File: src/rtl/trap_ctrl_pkg.sv
// ---------------------------------------------------------------------------
// trap_ctrl_pkg
// Shared definitions for the trap controller: event codes, CSR bit indices
// and the sequencing FSM state encoding.
// ---------------------------------------------------------------------------
package trap_ctrl_pkg;

    localparam logic [31:0] CODE_ILLEGAL   = 32'h0000_0002;
    localparam logic [31:0] CODE_MRET      = 32'h0000_000A;
    localparam logic [31:0] CODE_ECALL     = 32'h0000_000B;
    localparam logic [31:0] CODE_TIMER_INT = 32'h8000_0007;
    localparam logic [31:0] CODE_EXT_INT   = 32'h8000_000B;

    localparam int MSTATUS_MIE_BIT = 3;
    localparam int MIE_MTIE_BIT    = 7;
    localparam int MIE_MEIE_BIT    = 11;

    typedef enum logic [1:0] {
        ST_IDLE   = 2'd0,
        ST_WAIT   = 2'd1,
        ST_COMMIT = 2'd2,
        ST_JUMP   = 2'd3
    } trap_state_e;

    // Only these synchronous event codes start a trap; anything else is dropped.
    function automatic logic is_known_exc(input logic [31:0] code);
        return (code == CODE_ECALL) || (code == CODE_ILLEGAL) || (code == CODE_MRET);
    endfunction

endpackage

File: src/rtl/trap_arb.sv
// ---------------------------------------------------------------------------
// trap_arb
// Combinational priority selection of the pending trap event.
//   exc_valid_i / exc_code_i : synchronous pipeline event and its code
//   ext_int_i / timer_int_i  : level interrupt requests
//   glb_ie_i                 : global interrupt enable (mstatus.MIE)
//   meie_i / mtie_i          : per-source enables from mie
//   take_o                   : an event is pending and should be accepted
//   code_o                   : trap code of the winning event
// ---------------------------------------------------------------------------
module trap_arb
    import trap_ctrl_pkg::*;
(
    input  logic        exc_valid_i,
    input  logic [31:0] exc_code_i,
    input  logic        ext_int_i,
    input  logic        timer_int_i,
    input  logic        glb_ie_i,
    input  logic        meie_i,
    input  logic        mtie_i,
    output logic        take_o,
    output logic [31:0] code_o
);

    always_comb begin
        take_o = 1'b0;
        code_o = '0;
        // An unlisted exception code counts as no exception, so an enabled
        // interrupt may still win in the same cycle.
        if (exc_valid_i && is_known_exc(exc_code_i)) begin
            take_o = 1'b1;
            code_o = exc_code_i;
        end else if (ext_int_i && glb_ie_i && meie_i) begin
            take_o = 1'b1;
            code_o = CODE_EXT_INT;
        end else if (timer_int_i && glb_ie_i && mtie_i) begin
            take_o = 1'b1;
            code_o = CODE_TIMER_INT;
        end
    end

endmodule

File: src/rtl/trap_ctrl.sv
// ---------------------------------------------------------------------------
// trap_ctrl
// Sequences a trap from acceptance through CSR update and PC redirect.
//   clk, rst             : clock, synchronous active-high reset
//   exc_valid_i/code_i   : synchronous pipeline event
//   inst_addr_i          : address of the trapping instruction
//   ext_int_i/timer_int_i: level interrupt requests
//   mstatus/mie/mtvec/mepc_i : current CSR values
//   stall_i              : pipeline busy, delays commit
//   excepttype_o/inst_addr_o : one-cycle CSR update (COMMIT)
//   hold_o               : front-end stall while sequencing
//   flush_o/new_pc_o     : one-cycle redirect (JUMP)
//
// state  | meaning
// IDLE   | no trap in flight, arbitrate pending events
// WAIT   | event latched, waiting for stall_i to drop
// COMMIT | present latched code/address to the CSR file
// JUMP   | flush the pipeline and redirect to handler / mepc
// ---------------------------------------------------------------------------
module trap_ctrl
    import trap_ctrl_pkg::*;
(
    input  logic        clk,
    input  logic        rst,
    input  logic        exc_valid_i,
    input  logic [31:0] exc_code_i,
    input  logic [31:0] inst_addr_i,
    input  logic        ext_int_i,
    input  logic        timer_int_i,
    input  logic [31:0] mstatus_i,
    input  logic [31:0] mie_i,
    input  logic [31:0] mtvec_i,
    input  logic [31:0] mepc_i,
    input  logic        stall_i,
    output logic [31:0] excepttype_o,
    output logic [31:0] inst_addr_o,
    output logic        hold_o,
    output logic        flush_o,
    output logic [31:0] new_pc_o
);

    trap_state_e state_q;
    logic [31:0] code_q;
    logic [31:0] addr_q;
    logic [31:0] excepttype_q;
    logic [31:0] inst_addr_q;
    logic        hold_q;
    logic        flush_q;
    logic [31:0] new_pc_q;

    logic        arb_take;
    logic [31:0] arb_code;
    logic [31:0] jump_target_d;
    logic        unused_csr;

    // Only a handful of CSR bits matter here.
    assign unused_csr = ^{mstatus_i, mie_i, mtvec_i[1:0]};

    trap_arb u_arb (
        .exc_valid_i (exc_valid_i),
        .exc_code_i  (exc_code_i),
        .ext_int_i   (ext_int_i),
        .timer_int_i (timer_int_i),
        .glb_ie_i    (mstatus_i[MSTATUS_MIE_BIT]),
        .meie_i      (mie_i[MIE_MEIE_BIT]),
        .mtie_i      (mie_i[MIE_MTIE_BIT]),
        .take_o      (arb_take),
        .code_o      (arb_code)
    );

    assign jump_target_d = (code_q == CODE_MRET) ? mepc_i : {mtvec_i[31:2], 2'b00};

    always_ff @(posedge clk) begin
        if (rst) begin
            state_q      <= ST_IDLE;
            code_q       <= '0;
            addr_q       <= '0;
            excepttype_q <= '0;
            inst_addr_q  <= '0;
            hold_q       <= 1'b0;
            flush_q      <= 1'b0;
            new_pc_q     <= '0;
        end else begin
            // One-cycle outputs default low; only the state entering
            // COMMIT/JUMP raises them for the following cycle.
            excepttype_q <= '0;
            inst_addr_q  <= '0;
            flush_q      <= 1'b0;
            new_pc_q     <= '0;
            case (state_q)
                ST_IDLE: begin
                    if (arb_take) begin
                        code_q <= arb_code;
                        addr_q <= inst_addr_i;
                        hold_q <= 1'b1;
                        if (stall_i) begin
                            state_q <= ST_WAIT;
                        end else begin
                            state_q      <= ST_COMMIT;
                            excepttype_q <= arb_code;
                            inst_addr_q  <= inst_addr_i;
                        end
                    end
                end
                ST_WAIT: begin
                    if (!stall_i) begin
                        state_q      <= ST_COMMIT;
                        excepttype_q <= code_q;
                        inst_addr_q  <= addr_q;
                    end
                end
                ST_COMMIT: begin
                    state_q  <= ST_JUMP;
                    flush_q  <= 1'b1;
                    new_pc_q <= jump_target_d;
                end
                ST_JUMP: begin
                    state_q <= ST_IDLE;
                    hold_q  <= 1'b0;
                end
                default: begin
                    state_q <= ST_IDLE;
                    hold_q  <= 1'b0;
                end
            endcase
        end
    end

    assign excepttype_o = excepttype_q;
    assign inst_addr_o  = inst_addr_q;
    assign hold_o       = hold_q;
    assign flush_o      = flush_q;
    assign new_pc_o     = new_pc_q;

endmodule

File: config.mk
export PLATFORM = sky130hd
export DESIGN_NAME = trap_ctrl
export DESIGN_NICKNAME = d
export VERILOG_FILES = /design/src/rtl/trap_ctrl_pkg.sv /design/src/rtl/trap_arb.sv /design/src/rtl/trap_ctrl.sv
export SDC_FILE = /design/constraint.sdc
export NUM_CORES = 1
export LEC_CHECK = 0
export BUFFER_PORTS_ARGS = -buffer_cell sky130_fd_sc_hd__buf_2
export CAP_MARGIN = 20
export CELL_PAD_IN_SITES_DETAIL_PLACEMENT = 0
export CELL_PAD_IN_SITES_GLOBAL_PLACEMENT = 1
export CORE_MARGIN = 3
export CORE_UTILIZATION = 35
export DETAILED_ROUTE_END_ITERATION = 10
export PLACE_DENSITY_LB_ADDON = 0.1
export SKIP_CTS_REPAIR_TIMING = 1
export SKIP_LAST_GASP = 1
export SYNTH_ARGS = -nofsm -noshare
export SYNTH_HDL_FRONTEND = slang
export SYNTH_SLANG_ARGS = --single-unit
File: constraint.sdc
create_clock -name clk -period 7.1 [get_ports clk]
set_clock_uncertainty 0.2 [all_clocks]
set_input_delay 1.775 -clock clk [delete_from_list [all_inputs] [get_ports clk]]
set_output_delay 1.775 -clock clk [all_outputs]
set_load 0.005 [all_outputs]
==> results.md, run 1 <==
* Status: finished, final reports clean
* DIE AREA at 17,300 um^2
* Reg2reg start: state_q[0]$_SDFFE_PP0P_
* Antenna cell count at 0
* CTS root buffer: clkbuf_16
* Peak Freq at 243 MHz
* # IOs at 296
* Max-slew violation count at 0
* Setup TNS at 0 ns
* Final HPWL DP at 9.40 mm
* Synth Warn # at 0
* CP Launch Type: input pin
* Yosys reg bits at 164
* Post-Syn Area per Cell at 11.3 um^2
* Relative slew slack at 27.3%
* Comb pwr share at under 10%
* Syn-to-layout area delta at 35.2%
* Seq/Total Area, Yosys at 59.6%
* Clk pin slew, worst setup/hold paths at 0.06 ns
* Global-route wire length before repair at 21.2 mm
* Starting Density at a little over a third
* Synth Instances at slightly below 500
* DRT iter0 DRCs at 105
* Drt pass-1 iters at 4
* Post-route clock period utilization at 58.0%
* Worst path slowest cell: a41o_2
* Top FF cell, synth: dfxtp_1
* Reg power frac at 46.2%
* Number of buffers created by CTS at 17
* Async SR Flop Fraction at 0%
* Min Clock Period, post-route at 4.12 ns
* Layout cells sized above 1 at 37.6%
* Number of synthesized flops with an enable pin at 0
* Worst VDD drop at about 0.15 mV
* Clock network power share at around 45%
* Max cap viols at 0
* Worst setup margin at roughly 3.0 ns
* Total design power at 2110 uW
* Crit end category: flip-flop
* Clock insertion delay at the later pin of the skew report at around 0.41 ns
* Wire per inst at 14.0 um
* Post-route insts no fill at about 940
* Core box area at around 15,000 um^2
* Placed cell count at 905
* Initial antenna violation count at 0
* Peak fanout along the critical path at 37
* H-Tree Level Count at 4
* Reg2reg path depth at 6
* Synth area leader: dfxtp_1
* Largest cells by area after synthesis: dfxtp_1, mux2i_1, and2_1
* Largest net degree at the start of global routing at between 40 and 50
* RSZ-0062 raised after global routing: false
* Flop-to-flop setup slack at 4.19 ns
* Leakage power total at about 0.0035 uW
* Number of global-route vias before repair at 4,272
* Die Y at 131 um
* Worst hold path cell count at 2
* Final core utilization at 48.6%
* Worst-path cell chain: buf_2 -> or4_4 -> a21oi_4 -> a41o_2 -> nor2_2 -> and2_1
* Final hold violation count at 0
* CTS tree: yes
* DR DRC count at 0
* Slew @ Worst Pin at approximately 1.1 ns
* Crit path required time at 7.20 ns
* Max Root-Sink Buffers at 2
* Synth unique cells at 38
* Post-DRT Antenna Nets at 0
* # setup viols final at 0
* Critical path arrival at 4.22 ns
* Post-synth design cell area at 5510 um^2
* Post-synth top area share at between 50% and 60%
* Switch Pwr at between 400 and 500 uW
* Tot GR Track Use at approximately 15%
* Place WS at 2.51 ns
* Min-Delay Startpoint: hold_o$_SDFFE_PP0P_
* Critical Path Max Stage Delay at around 0.96 ns
* Die W at 131 um
* Synthesized net count at slightly below 700
* Hold EP: hold_o$_SDFFE_PP0P_
* Port bufs at 232
* GPL Wtd Cong at approximately 0.73
* PD cells at 283 nW/um^2
* Switching Share at 23.1%
* P_int at 1620 uW
* Clock sinks at between 150 and 200
* Number of cell rows at 45
* Critical path class: input pin to flip-flop
* WL final at roughly 13 mm
* Vias at 4,257
* Routed vias/inst at 4.53
* Worst min path class: flip-flop to flip-flop
* Final Net Count at 917
* GRT Residual Overflow at 0
* Reg2reg end: code_q[10]$_SDFFE_PP0P_
-- logic make-up (layout without fill, tap and decap cells) --
| kind of cell | Yosys count | after routing | share of synthesized area, % |
|---|---|---|---|
| buffers and inverters | 34 | 275 | 3.68 |
| AO/OA/AOI/OAI | 56 | 56 | 8.31 |
| multiplexers | 65 | 65 | 11.8 |
| adder cells (fa/ha/maj) | 4 | 4 | 0.909 |
| AND/OR/NAND/NOR | 164 | 164 | 15.7 |
| flip-flops | 164 | 164 | 59.6 |
-- flip-flops by register name (all words and copies together), names as in the netlist --
signal / count
addr_q: 32
code_q: 32
excepttype_o: 32
flush_o: 1
hold_o: 1
inst_addr_o: 32
new_pc_o: 32
state_q: 2
-- power by group through the flow --
| stage | Clock [uW] | Sequential [uW] | Combinational (uW) |
|---|---|---|---|
| after floorplan | 0 | 993 | 116 |
| after global placement | 0 | 992 | 189 |
| after detailed placement | 0 | 993 | 193 |
| after CTS | 971 | 973 | 193 |
| after global routing | 1010 | 977 | 217 |
| final | 942 | 973 | 193 |
-- cell usage in the layout, fill, tap and decap left out, types with 3 or more instances in the layout --
cell type	netlist	layout
buf_2	7	232
dfxtp_1	164	164
nor2_1	67	66
mux2i_1	65	65
and2_1	56	56
a22o_1	33	33
clkbuf_16	0	17
nor4_1	10	10
inv_1	7	7
nand2_1	7	7
and3_1	6	6
o21ai_0	6	6
nor4b_1	4	4
a21oi_1	4	4
ha_1	4	4
inv_6	0	4
bufinv_16	0	3
clkinvlp_4	0	3
-- metal layers --
metal / global-route usage, % / wire length (um) / up-vias / share of wire, %
li1: - / - / 2137 / -
met1: 17.4 / 5510 / 1969 / 42
met2: 25.2 / 6340 / 138 / 48
met4: 5.72 / 134 / 0 / 1.0
met3: 6.78 / 1160 / 13 / 8.9
met5: 0 / 0 / - / 0
-- how the worst max path moves through the flow --
stage	from	end	slack (ns)	cells past startpoint
2_1_floorplan	exc_code_i[11]	addr_q[12]$_SDFFE_PP0P_	3.60	7
3_3_place_gp	exc_code_i[11]	code_q[25]$_SDFFE_PP0P_	2.51	6
3_5_place_dp	exc_code_i[19]	code_q[30]$_SDFFE_PP0P_	2.51	6
4_1_cts	exc_code_i[19]	code_q[30]$_SDFFE_PP0P_	2.94	6
5_1_grt	exc_code_i[19]	code_q[29]$_SDFFE_PP0P_	2.82	6
6_report	exc_code_i[11]	code_q[29]$_SDFFE_PP0P_	2.98	6
-- through the flow --
stage,area (um^2),hold WS (ns)
CTS,7400,0.276
global placement,6790,0.255
global route,7450,0.288
finish,7450,0.271
detailed placement,6790,0.261
floorplan,5510,0.240
-- critical path: cells and delay by family --
| family | cells | cell delay [ns] |
|---|---|---|
| buffers and inverters | 1 | 0.10 |
| AOI/OAI and AO/OA | 2 | 1.13 |
| and+or+nand+nor | 3 | 1.21 |
-- layout make-up --
cell class | instances | area (um^2)
Timing Repair Buffer | 236 | 1220
Multi-Input combinational cell | 289 | 2040
Inverter | 7 | 26.3
Clock inverter | 12 | 168
Sequential cell | 164 | 3280
Fill cell | 1506 | 7870
Clock buffer | 20 | 447
Tap cell | 211 | 264
-- synth_stat cells (all sizes together) (4+ instances only) --
| library cell | instances |
|---|---|
| inv | 7 |
| a21oi | 5 |
| o21ai | 6 |
| and3 | 6 |
| a22o | 33 |
| nand2 | 7 |
| mux2i | 65 |
| nor4b | 4 |
| and2 | 56 |
| nor4 | 10 |
| clkbuf | 14 |
| dfxtp | 164 |
| buf | 13 |
| ha | 4 |
| nor2 | 69 |
Note: power is estimated with default switching activity, not from simulation.
==> run 2: changes to the inputs <==
- CORE_UTILIZATION: 35 -> 29
- clock period: 7.1 -> 3.76 ns (I/O delays scaled with it)
==> run 2 against run 1 <==
Compared with the run above:
- sequential power increased by 89%
- largest power group unchanged
- cell count increased by 2.3%
- highest routed layer unchanged
- die area increased by 20%
==> results.md, run 2 (synthesized netlist as in run 1, its figures left out) <==
* Layout cells sized above 1 at 37.8% (was 37.6%)
* PD cells at 525 nW/um^2 (was 283 nW/um^2)
* Final Net Count at 921 (was 917)
* Peak Freq at 387 MHz
* CTS root buffer: clkbuf_16 (unchanged)
* Post-route clock period utilization at between 60 and 70%
* Clock sinks at 164 (unchanged)
* DR DRC count at 0 (unchanged)
* Clk pin slew, worst setup/hold paths at 0.06 ns (about the same)
* Leading cell type in the layout, fill and taps excluded: buf_2 (unchanged)
* Drt pass-1 iters at 4 (unchanged)
* Placed cell count at 929 (was 905)
* Worst VDD drop at 0.290 mV (was 0.150 mV)
* Number of cell rows at 49 (was 45)
* # IOs at 296 (unchanged)
* Critical path class: input pin to flip-flop (unchanged)
* Max Root-Sink Buffers at 2 (unchanged)
* RSZ-0062 raised after global routing: false (unchanged)
* Clock insertion delay at the later pin of the skew report at 0.41 ns (about the same)
* Die Y at 144 um (was 131 um)
* Min-Delay Startpoint: addr_q[11]$_SDFFE_PP0P_ (was hold_o$_SDFFE_PP0P_)
* Slew @ Worst Pin at 0.813 ns (was 1.09 ns)
* Port bufs at 232 (unchanged)
* H-Tree Level Count at 4 (unchanged)
* Crit path required time at 3.84 ns (was 7.20 ns)
* CTS tree: yes (unchanged)
* Final Cell Area at 7430 um^2 (was 7450 um^2)
* Die W at 144 um (was 131 um)
* Placed cell area at 6850 um^2 (was 6790 um^2)
* Most frequent cells in the layout: buf_2, dfxtp_1, nor2_1, mux2i_1, and2_1 (unchanged)
* Worst min path class: flip-flop to flip-flop (unchanged)
* Number of global-route vias before repair at 4,219 (was 4,272)
* Leakage power total at 0.00347 uW (was 0.00348 uW)
* Number of buffers created by CTS at 17 (unchanged)
* # setup viols final at 0 (unchanged)
* Core box area at 18,300 um^2 (was 15,300 um^2)
* CP Launch Type: input pin (unchanged)
* Setup crit start: exc_code_i[11] (unchanged)
* Routed vias/inst at 4.42 (was 4.53)
* Wire per inst at 14.7 um (was 14.0 um)
* Crit end category: flip-flop (unchanged)
* Antenna cell count at 0 (unchanged)
* Starting Density at 30.1% (was 36.0%)
* Min Clock Period, post-route at 2.58 ns
* DIE AREA at 20,700 um^2 (was 17,300 um^2)
* Global-route wire length before repair at 21.5 mm (was 21.2 mm)
* Final hold violation count at 0 (unchanged)
* GRT Residual Overflow at 0 (unchanged)
* Total design power at 3900 uW (was 2110 uW)
* Final HPWL DP at 10.2 mm (was 9.40 mm)
* Tot GR Track Use at 13.4% (was 15.3%)
* GPL Wtd Cong at 0.730 (was 0.728)
* Critical path arrival at 2.67 ns (was 4.22 ns)
* DRT iter0 DRCs at 93 (was 105)
* Vias at 4,248 (was 4,257)
* Status: finished, final reports clean (unchanged)
* Max cap viols at 0 (unchanged)
* Setup TNS at 0 ns (unchanged)
* WL final at 14.1 mm (was 13.1 mm)
* Syn-to-layout area delta at 34.9% (was 35.2%)
* Initial antenna violation count at 0 (unchanged)
* Post-route insts no fill at 961 (was 939)
* FILL cells at 1,828 (was 1,506)
* Relative slew slack at 45.7% (was 27.3%)
* Peak fanout along the critical path at 22 (was 37)
* Largest net degree at the start of global routing at 43 (was 48)
* Reg2reg start: state_q[0]$_SDFFE_PP0P_ (unchanged)
* Post-DRT Antenna Nets at 0 (unchanged)
* Max-slew violation count at 0 (unchanged)
-- run 2: layout make-up --
type	count	area, um^2	share of cell area [%]
multi-input cells	289	2040	27.4
inverters	7	26.3	0.354
clock inverters	11	126	1.70
clock buffers	21	450	6.06
repair buffers	240	1220	16.4
flip-flops and latches	164	3280	44.2
well taps	229	287	3.86
-- run 2: worst paths after layout --
check	to	cells past startpoint	slack, ns
setup / recovery	addr_q[12]$_SDFFE_PP0P_	7	1.18
hold / removal	inst_addr_o[11]$_SDFF_PP0_	1	0.27
setup reg to reg	code_q[25]$_SDFFE_PP0P_	6	1.39
hold reg to reg	inst_addr_o[11]$_SDFF_PP0_	1	0.27
-- run 2: power breakdown --
group / internal [uW] / switching, uW / total, uW
sequential: 1810 / 29.2 / 1840
combinational: 172 / 193 / 365
clock: 999 / 698 / 1700
total: 2980 / 921 / 3900
-- run 2: metal layers --
metal | part of all wire (%) | global-route usage, %
met1 | 42 | 15.4
met2 | 50 | 22.6
met3 | 6.7 | 4.86
met4 | 1.2 | 5.05
met5 | 0 | 0
-- run 2: stage by stage --
step / worst slack (ns) / util [%] / hold WS, ns
6_report: 1.18 / 40.5 / 0.274
5_1_grt: 1.07 / 40.5 / 0.288
4_1_cts: 1.18 / 40.5 / 0.278
3_5_place_dp: 0.731 / 37.4 / 0.259
3_3_place_gp: 0.743 / 37.4 / 0.257
2_1_floorplan: 1.09 / - / 0.240
-- run 2: worst max-delay path: stages --
cell,delay (ns)
buf_2,0.10
or4_4,0.56
a21oi_4,0.17
a41o_2,0.24
buf_4,0.35
mux2i_1,0.23
nor2_1,0.06
